### config.mk
export PLATFORM = sky130hd
export DESIGN_NAME = fruit_ctrl
export DESIGN_NICKNAME = d
export VERILOG_FILES = /design/src/rtl/fruit_ctrl.sv
export SDC_FILE = /design/constraint.sdc
export NUM_CORES = 1
export LEC_CHECK = 0
export BUFFER_PORTS_ARGS = -buffer_cell sky130_fd_sc_hd__buf_2
export CAP_MARGIN = 40
export CORE_AREA = 2 2 93 86
export CTS_BUF_LIST = sky130_fd_sc_hd__clkbuf_2
export DETAILED_ROUTE_END_ITERATION = 7
export DIE_AREA = 0 0 95 88
export PLACE_DENSITY = 0.76
export SLEW_MARGIN = 20
export SYNTH_ARGS = -nofsm -noshare
export SYNTH_HDL_FRONTEND = slang
export SYNTH_SLANG_ARGS = --single-unit
### constraint.sdc
create_clock -name frame_clk -period 2.7 [get_ports frame_clk]
set_input_delay 0.405 -clock frame_clk [delete_from_list [all_inputs] [get_ports frame_clk]]
set_output_delay 0.405 -clock frame_clk [all_outputs]
set_load 0.02 [all_outputs]
### src/rtl/fruit_ctrl.sv
// Fruit-slicing game controller: launch/flight/cut/miss sequencing, lives and cut count.
// Optional macro FRUIT_CTRL_TIMEOUT_EN: a fruit left in flight FLIGHT_TIMEOUT frames counts as a miss.
module fruit_ctrl #(
  parameter int LIVES          = 3,
  parameter int GRACE_FRAMES   = 8,
  parameter int CUT_HOLD       = 4,
  parameter int Y_MAX          = 479,
  parameter int FLIGHT_TIMEOUT = 255
) (
  input  logic       frame_clk,
  input  logic       Reset,
  input  logic       start,
  input  logic [9:0] fruitX,
  input  logic [9:0] fruitY,
  input  logic [9:0] fruitS,
  input  logic [9:0] bladeX,
  input  logic [9:0] bladeY,
  input  logic       blade_valid,
  output logic       new_fruit,
  output logic       move_fruit,
  output logic [7:0] number_of_fruits_cut,
  output logic [2:0] lives,
  output logic       cut_flash,
  output logic       game_over
);

  typedef enum logic [2:0] {
    S_IDLE, S_LAUNCH, S_FLIGHT, S_CUT, S_MISS, S_GAME_OVER
  } state_t;

  localparam logic [2:0] LIVES_INIT = 3'(LIVES);
  localparam logic [7:0] GRACE      = 8'(GRACE_FRAMES);
  localparam logic [7:0] HOLD_LAST  = 8'(CUT_HOLD - 1);
  localparam logic [9:0] YMAX       = 10'(Y_MAX);
  localparam logic [7:0] TIMEOUT    = 8'(FLIGHT_TIMEOUT);

`ifdef FRUIT_CTRL_TIMEOUT_EN
  localparam bit TIMEOUT_EN = 1'b1;
`else
  localparam bit TIMEOUT_EN = 1'b0;
`endif

  state_t     r_state;
  logic [7:0] r_flight_cnt;
  logic [7:0] r_hold_cnt;

  // 11-bit two's-complement differences so 0 vs 1023 never wraps into a hit
  logic [10:0] w_dx, w_dy, w_adx, w_ady;
  logic        w_hit, w_offscreen, w_timeout, w_miss;

  assign w_dx  = {1'b0, bladeX} - {1'b0, fruitX};
  assign w_dy  = {1'b0, bladeY} - {1'b0, fruitY};
  assign w_adx = w_dx[10] ? (~w_dx + 11'd1) : w_dx;
  assign w_ady = w_dy[10] ? (~w_dy + 11'd1) : w_dy;

  assign w_hit       = blade_valid && (w_adx <= {1'b0, fruitS}) && (w_ady <= {1'b0, fruitS});
  assign w_offscreen = fruitY > YMAX;
  assign w_timeout   = TIMEOUT_EN && (r_flight_cnt == TIMEOUT);
  assign w_miss      = ((r_flight_cnt >= GRACE) && w_offscreen) || w_timeout;

  always_ff @(posedge frame_clk or posedge Reset) begin
    if (Reset) begin
      r_state              <= S_IDLE;
      r_flight_cnt         <= 8'd0;
      r_hold_cnt           <= 8'd0;
      new_fruit            <= 1'b0;
      move_fruit           <= 1'b0;
      number_of_fruits_cut <= 8'd0;
      lives                <= LIVES_INIT;
      cut_flash            <= 1'b0;
      game_over            <= 1'b0;
    end else begin
      new_fruit <= 1'b0;
      case (r_state)
        S_IDLE: begin
          if (start) begin
            r_state              <= S_LAUNCH;
            new_fruit            <= 1'b1;
            r_flight_cnt         <= 8'd0;
            number_of_fruits_cut <= 8'd0;
            lives                <= LIVES_INIT;
          end
        end
        S_LAUNCH: begin
          r_state      <= S_FLIGHT;
          move_fruit   <= 1'b1;
          r_flight_cnt <= 8'd0;
        end
        S_FLIGHT: begin
          // a hit outranks a simultaneous miss, grace or not
          if (w_hit) begin
            r_state    <= S_CUT;
            move_fruit <= 1'b0;
            cut_flash  <= 1'b1;
            r_hold_cnt <= 8'd0;
            if (number_of_fruits_cut != 8'hFF)
              number_of_fruits_cut <= number_of_fruits_cut + 8'd1;
          end else if (w_miss) begin
            r_state    <= S_MISS;
            move_fruit <= 1'b0;
            lives      <= lives - 3'd1;
          end else if (r_flight_cnt != 8'hFF) begin
            r_flight_cnt <= r_flight_cnt + 8'd1;
          end
        end
        S_CUT: begin
          if (r_hold_cnt == HOLD_LAST) begin
            r_state      <= S_LAUNCH;
            cut_flash    <= 1'b0;
            new_fruit    <= 1'b1;
            r_flight_cnt <= 8'd0;
            r_hold_cnt   <= 8'd0;
          end else begin
            r_hold_cnt <= r_hold_cnt + 8'd1;
          end
        end
        S_MISS: begin
          if (lives == 3'd0) begin
            r_state   <= S_GAME_OVER;
            game_over <= 1'b1;
          end else begin
            r_state      <= S_LAUNCH;
            new_fruit    <= 1'b1;
            r_flight_cnt <= 8'd0;
          end
        end
        S_GAME_OVER: begin
          if (start) begin
            r_state              <= S_LAUNCH;
            game_over            <= 1'b0;
            new_fruit            <= 1'b1;
            r_flight_cnt         <= 8'd0;
            number_of_fruits_cut <= 8'd0;
            lives                <= LIVES_INIT;
          end
        end
        default: r_state <= S_IDLE;
      endcase
    end
  end

endmodule
==> results of run 1 <==
[kinds of logic after synthesis]
| logic type | Yosys count |
|---|---|
| AO/OA/AOI/OAI | 133 |
| XOR/XNOR | 29 |
| adder cells (fa/ha/maj) | 50 |
| buffers and inverters | 51 |
| flip-flops | 34 |
| multiplexers | 8 |
| AND/OR/NAND/NOR | 178 |
[state kept, by name, summed over array words and instances, names as in the netlist]
register              cells
cut_flash                 1
game_over                 1
lives                     3
move_fruit                1
new_fruit                 1
number_of_fruits_cut      8
r_flight_cnt              8
r_hold_cnt                8
r_state                   3
[critical path: stages]
cell and delay (ps):
buf_8 110, inv_12 40, ha_4 110, inv_2 30
fa_2 400, xnor2_2 180, nand3_1 130, or3_4 410
or3_4 350, nand2_2 70, xnor2_1 120, ha_1 260
o21a_1 210, a2111oi_4 420, o2bb2ai_4 120, a41oi_4 250
and2_4 270, o21ai_4 90, a22o_1 250
[cell usage after synthesis, types with 3 or more instances]
cell type	count	share of area [%]
ha_1	48	15
inv_1	44	4.2
nand2_1	38	3.6
nor2_1	36	3.4
dfrtp_1	32	20
a21oi_1	29	3.7
xnor2_1	23	5.1
o21ai_0	21	2.7
nand3_1	17	2.2
nor2b_1	12	1.9
and3_1	11	1.8
or3_1	11	1.8
and2_1	10	1.6
o21ai_1	9	1.1
a21o_1	7	1.3
mux2i_1	7	1.8
nand4_1	7	1.1
nor3_1	7	0.89
a31oi_1	6	0.96
nand2b_1	6	0.96
xor2_1	6	1.3
a22o_1	5	1.1
nand3b_1	5	0.96
o21a_1	5	0.96
o31ai_1	5	0.96
a211oi_1	4	0.77
clkbuf_1	4	0.38
o2111ai_1	4	0.89
a21bo_1	3	0.77
a21oi_2	3	0.67
o21ai_2	3	0.67
or2_2	3	0.48
[how the worst min path moves through the flow]
stage	startpoint	endpoint	slack (ps)	cells past startpoint
2_1_floorplan	r_hold_cnt[0]	r_hold_cnt[0]	460	1
3_5_place_dp	cut_flash	cut_flash	470	2
3_3_place_gp	cut_flash	cut_flash	470	2
4_1_cts	Reset	r_hold_cnt[7]	80	3
5_1_grt	Reset	r_hold_cnt[3]	80	3
6_report	Reset	number_of_fruits_cut[4]	70	3
[what timing repair did]
action                     CTS  global route
hold buffers                 0             0
setup endpoints to repair   32            32
resized for setup           44            16
buffers inserted             9             3
pin swaps                   29             9
gates cloned                 1             0
[stage by stage]
step / utilization (%) / total power, mW / setup slack [ps] / setup TNS (ps)
floorplan: - / 2.03 / -1320 / -38630
global placement: 69.7 / 2.57 / -1610 / -49100
detailed placement: 69.7 / 2.65 / -1740 / -52950
CTS: 73.6 / 3.05 / -1120 / -33850
global route: 74.9 / 3.42 / -1370 / -41730
finish: 74.9 / 3.18 / -1220 / -36930
[per-layer routing]
| metal | vias up | part of all wire (%) | wire [µm] | track usage, % |
|---|---|---|---|---|
| met5 | - | 0 | 0 | 0 |
| met4 | 0 | 2.6 | 294 | 10.3 |
| met3 | 32 | 5.4 | 603 | 2.84 |
| met2 | 155 | 52 | 5830 | 49.7 |
| met1 | 2075 | 40 | 4520 | 32.7 |
| li1 | 2101 | - | - | - |
[power breakdown]
group / total (mW) / internal, mW / switching [mW]
logic: 2.17 / 0.999 / 1.17
registers: 0.766 / 0.617 / 0.149
clock network: 0.237 / 0.0636 / 0.174
[cell type report]
cell class | instances | area [µm²]
clock buffer | 6 | 30.0
clock inverter | 2 | 8.76
fill | 534 | 1860
inverter | 44 | 180
multi-input combinational | 399 | 3220
sequential | 34 | 853
tap | 96 | 120
timing repair buffer | 167 | 1120
==> impl_metrics.env, run 1 <==
export IMPL_holdCritPathClass="in2async"
export IMPL_synth_mux_area_fraction_pct=2.07
export IMPL_clock_fmax_ghz=0.255
export IMPL_grt_start_max_net_pins=35
export IMPL_avgSynthCellArea_um2=8.13
export IMPL_async_reset_ff_share_pct=100
export IMPL_rrSetupSlack_ps=0
export IMPL_finalHoldViolations=0
export IMPL_antenna_found_initial=0
export IMPL_postSynthCellCount=483
export IMPL_fin_skew_ps=12.9
export IMPL_final_common_cell="buf_4"
export IMPL_stdcell_count=748
export IMPL_rows=30
export IMPL_dp_cells=727
export IMPL_ys_seq_elements=34
export IMPL_drt_vias_per_instance=5.83
export IMPL_violations="negative setup slack"
export IMPL_drc=0
export IMPL_path_clk_slew_ps=170
export IMPL_cts_inserted_buffers=5
export IMPL_fin_worst_hold_slack_ps=68.5
export IMPL_netlist_area_um2=3930
export IMPL_synth_compound_area_share_pct=24.0
export IMPL_htree_levels=2
export IMPL_synth_edff_count=0
export IMPL_dieArea_um2=8360
export IMPL_status="complete, but fails checks"
export IMPL_die_w_um=95
export IMPL_core_area_um2=7390
export IMPL_cts_root_buffer="clkbuf_2"
export IMPL_mostFrequentLayoutCells="buf_4, buf_2, ha_1"
export IMPL_syn_to_final_growth_pct=41.0
export IMPL_clock_path_buffers=2
export IMPL_startpoint="bladeX[0]"
export IMPL_cap_violations=0
export IMPL_wl_per_cell_um=15.0
export IMPL_worstSetupPathType="in2reg"
export IMPL_die_y_um=88
export IMPL_synth_fp_nets=587
export IMPL_fin_crit_ps=3920
export IMPL_power_density_nw_per_um2=574
export IMPL_nNetsFinal=755
export IMPL_num_io_pins=69
export IMPL_synth_flop_cell="dfrtp_1"
export IMPL_p_leak_nw=2.77
export IMPL_crit_end="r_hold_cnt[7]"
export IMPL_critPathMaxFanout=6
export IMPL_cp_end_kind="flop"
export IMPL_routabilityCongestion=0.862
export IMPL_placed_cell_area_um2=5150
export IMPL_n_antenna_cell=0
export IMPL_grt_pass1_wl_um=18200
export IMPL_io_buffers=68
export IMPL_clkLatencyLatePin_ps=390
export IMPL_finalSetupViolations=32
export IMPL_timing_rr_start="r_hold_cnt[0]"
export IMPL_dpl_hpwl_um=8250
export IMPL_first_pass_iters=5
export IMPL_setup_ws_ps=-1220
export IMPL_first_iter_violations=159
export IMPL_slew_headroom_pct=65.3
export IMPL_yosysSeqAreaShare_pct=21.7
export IMPL_yosysUniqueCellTypes=76
export IMPL_maxSlewViolCount=0
export IMPL_clock_sinks=34
export IMPL_peakVddDrop_uv=505
export IMPL_synth_simple_area_share_pct=24.3
export IMPL_grtUsageTotal_pct=27.1
export IMPL_start_util_pct=53.1
export IMPL_grt_pass1_vias=4183
export IMPL_synth_xor_area_share_pct=6.47
export IMPL_r2r_cells=9
export IMPL_fin_area_um2=5540
export IMPL_drive_above_1_share_pct=38.5
export IMPL_required_ps=3000
export IMPL_fin_crit_sh_pct=145
export IMPL_finalWirelength_um=11200
export IMPL_arrival_ps=4220
export IMPL_r2r_end="r_flight_cnt[2]"
export IMPL_grt_overflow=0
export IMPL_ant_nets=0
export IMPL_rsz0062_at_grt="yes"
export IMPL_tightest_slew_ps=520
export IMPL_synth_adder_area_share_pct=16.3
export IMPL_synth_top_family_by_area="simple AND/OR/NAND/NOR gates"
export IMPL_vias=4363
export IMPL_cts_tree="done"
export IMPL_ys_warnings_count=0
export IMPL_worstSetupStartpointType="input port"
(Power assumes the default switching activity.)
==> run 2, diff against run 1 <==
--- a/config.mk
+++ b/config.mk
@@ -11,7 +11,7 @@
 export CTS_BUF_LIST = sky130_fd_sc_hd__clkbuf_2
 export DETAILED_ROUTE_END_ITERATION = 7
 export DIE_AREA = 0 0 95 88
-export PLACE_DENSITY = 0.76
+export PLACE_DENSITY = 0.87
 export SLEW_MARGIN = 20
 export SYNTH_ARGS = -nofsm -noshare
 export SYNTH_HDL_FRONTEND = slang
==> impl_metrics.env, run 2 (synthesis results as in run 1) <==
export IMPL_power_density_nw_per_um2=615
export IMPL_finalSetupViolations=32
export IMPL_worstSetupStartpointType="input port"
export IMPL_syn_to_final_growth_pct=39.9
export IMPL_vias=4419
export IMPL_num_io_pins=69
export IMPL_path_clk_slew_ps=210
export IMPL_die_w_um=95
export IMPL_first_iter_violations=254
export IMPL_arrival_ps=4300
export IMPL_grt_overflow=0
export IMPL_finalWirelength_um=12000
export IMPL_dieArea_um2=8360
export IMPL_largestRegisters="number_of_fruits_cut (8), r_flight_cnt (8), r_hold_cnt (8)"
export IMPL_p_leak_nw=2.72
export IMPL_stdcell_count=737
export IMPL_io_buffers=68
export IMPL_clock_path_buffers=2
export IMPL_dpl_hpwl_um=8400
export IMPL_grt_start_max_net_pins=35
export IMPL_tightest_slew_ps=535
export IMPL_rsz0062_at_grt="yes"
export IMPL_required_ps=2990
export IMPL_holdCritPathClass="in2async"
export IMPL_htree_levels=2
export IMPL_rows=30
export IMPL_antenna_found_initial=0
export IMPL_wl_per_cell_um=16.2
export IMPL_critPathMaxFanout=7
export IMPL_fin_crit_sh_pct=149
export IMPL_placed_cell_area_um2=5090
export IMPL_core_area_um2=7390
export IMPL_clock_sinks=34
export IMPL_grtUsageTotal_pct=28.3
export IMPL_maxSlewViolCount=0
export IMPL_grt_pass1_wl_um=19100
export IMPL_clock_fmax_ghz=0.249
export IMPL_cts_tree="done"
export IMPL_fin_skew_ps=33.2
export IMPL_multi_input_area_um2=3210
export IMPL_routabilityCongestion=0.904
export IMPL_cts_inserted_buffers=5
export IMPL_drt_vias_per_instance=6.00
export IMPL_clkLatencyLatePin_ps=410
export IMPL_cts_root_buffer="clkbuf_2"
export IMPL_cap_violations=0
export IMPL_mostFrequentLayoutCells="buf_4, buf_2, ha_1"
export IMPL_status="complete, but fails checks"
export IMPL_n_antenna_cell=0
export IMPL_peakVddDrop_uv=553
export IMPL_regArea_um2=853
export IMPL_hold_buffers=0
export IMPL_finalHoldViolations=0
export IMPL_first_pass_iters=5
export IMPL_grt_pass1_vias=4358
export IMPL_fin_worst_hold_slack_ps=47.4
export IMPL_final_common_cell="buf_4"
export IMPL_drive_above_1_share_pct=37.3
export IMPL_cp_end_kind="flop"
export IMPL_power_mw=3.38
export IMPL_drc=0
export IMPL_worstSetupPathType="in2reg"
export IMPL_violations="negative setup slack"
export IMPL_fin_crit_ps=4010
export IMPL_start_util_pct=53.1
export IMPL_setup_ws_ps=-1310
export IMPL_ant_nets=0
export IMPL_dp_cells=721
export IMPL_dp_slack_ps=-1810
export IMPL_nNetsFinal=744
export IMPL_n_fill_cell=478
export IMPL_slew_headroom_pct=64.2
export IMPL_fin_area_um2=5490
export IMPL_die_y_um=88
==> run 2: changes by cell type in the layout (fill, tap and decap cells not counted), sizes merged <==
cell | previous run | this run
clkinv | 2 | 1
bufinv | 0 | 2
clkbuf | 6 | 5
buf | 167 | 156
==> run 2: per-stage QoR <==
step | TNS (ps) | utilization, %
CTS | -34750 | 73.2
detailed placement | -54590 | 68.9
global route | -42640 | 74.3
finish | -38610 | 74.3
global placement | -49310 | 68.9
floorplan | -38630 | -
==> run 2: area by class of cell <==
type / instances / area share [%]
multi-input combinational: 399 / 58.5
inverter: 44 / 3.33
clock buffer: 5 / 0.456
timing repair buffer: 156 / 18.8
sequential: 34 / 15.5
clock inverter: 3 / 1.25
tap: 96 / 2.19
==> run 2: final timing paths <==
kind / start / depth (start not counted) / end / slack (ps)
max: bladeX[0] / 21 / r_hold_cnt[7] / -1310
min: Reset / 3 / lives[2] / 50
max reg2reg: r_hold_cnt[0] / 9 / r_flight_cnt[0] / 0
min reg2reg: lives[2] / 1 / lives[2] / 540
max in group asynchronous: Reset / 3 / lives[1] / 2310
min in group frame_clk: start / 4 / game_over / 430
==> run 2: routing by layer <==
metal  wire length [µm]  up-vias  part of all wire, %  global-route usage, %
met5                  0        -                    0                      0
li1                   -     2077                    -                      -
met2               6000      209                   50                   52.1
met3                739       49                  6.2                   4.13
met4                473        0                  4.0                   11.5
met1               4760     2084                   40                   32.9
==> run 2: what timing repair did <==
item	4_1_cts	5_1_grt
gates resized for setup	45	18
buffers inserted	4	2
gates cloned	2	0
pin swaps	47	9
setup endpoints to repair	32	32
endpoints found under the hold margin	0	0
==> run 2: critical path, stage by stage <==
cell       delay, ps
buf_8            110
inv_12            40
ha_4             120
inv_2             30
fa_2             370
nand3_4          120
nor3b_4          210
nor2_1           100
or3_4            410
or3_4            360
nand2_2           80
xnor2_1           60
ha_1             190
nor2_1           150
o21ai_1          150
a2111oi_4        380
o2bb2ai_2        120
a41oi_4          260
and2_4           270
o21ai_4           80
a22o_1           250
==> run 2: report_power, final <==
part,leakage (nW),switching [mW],total [mW],internal (mW)
registers,0.443,0.149,0.766,0.617
clock network,0.0532,0.197,0.448,0.251
logic,2.22,1.18,2.16,0.984
total,2.72,1.53,3.38,1.85
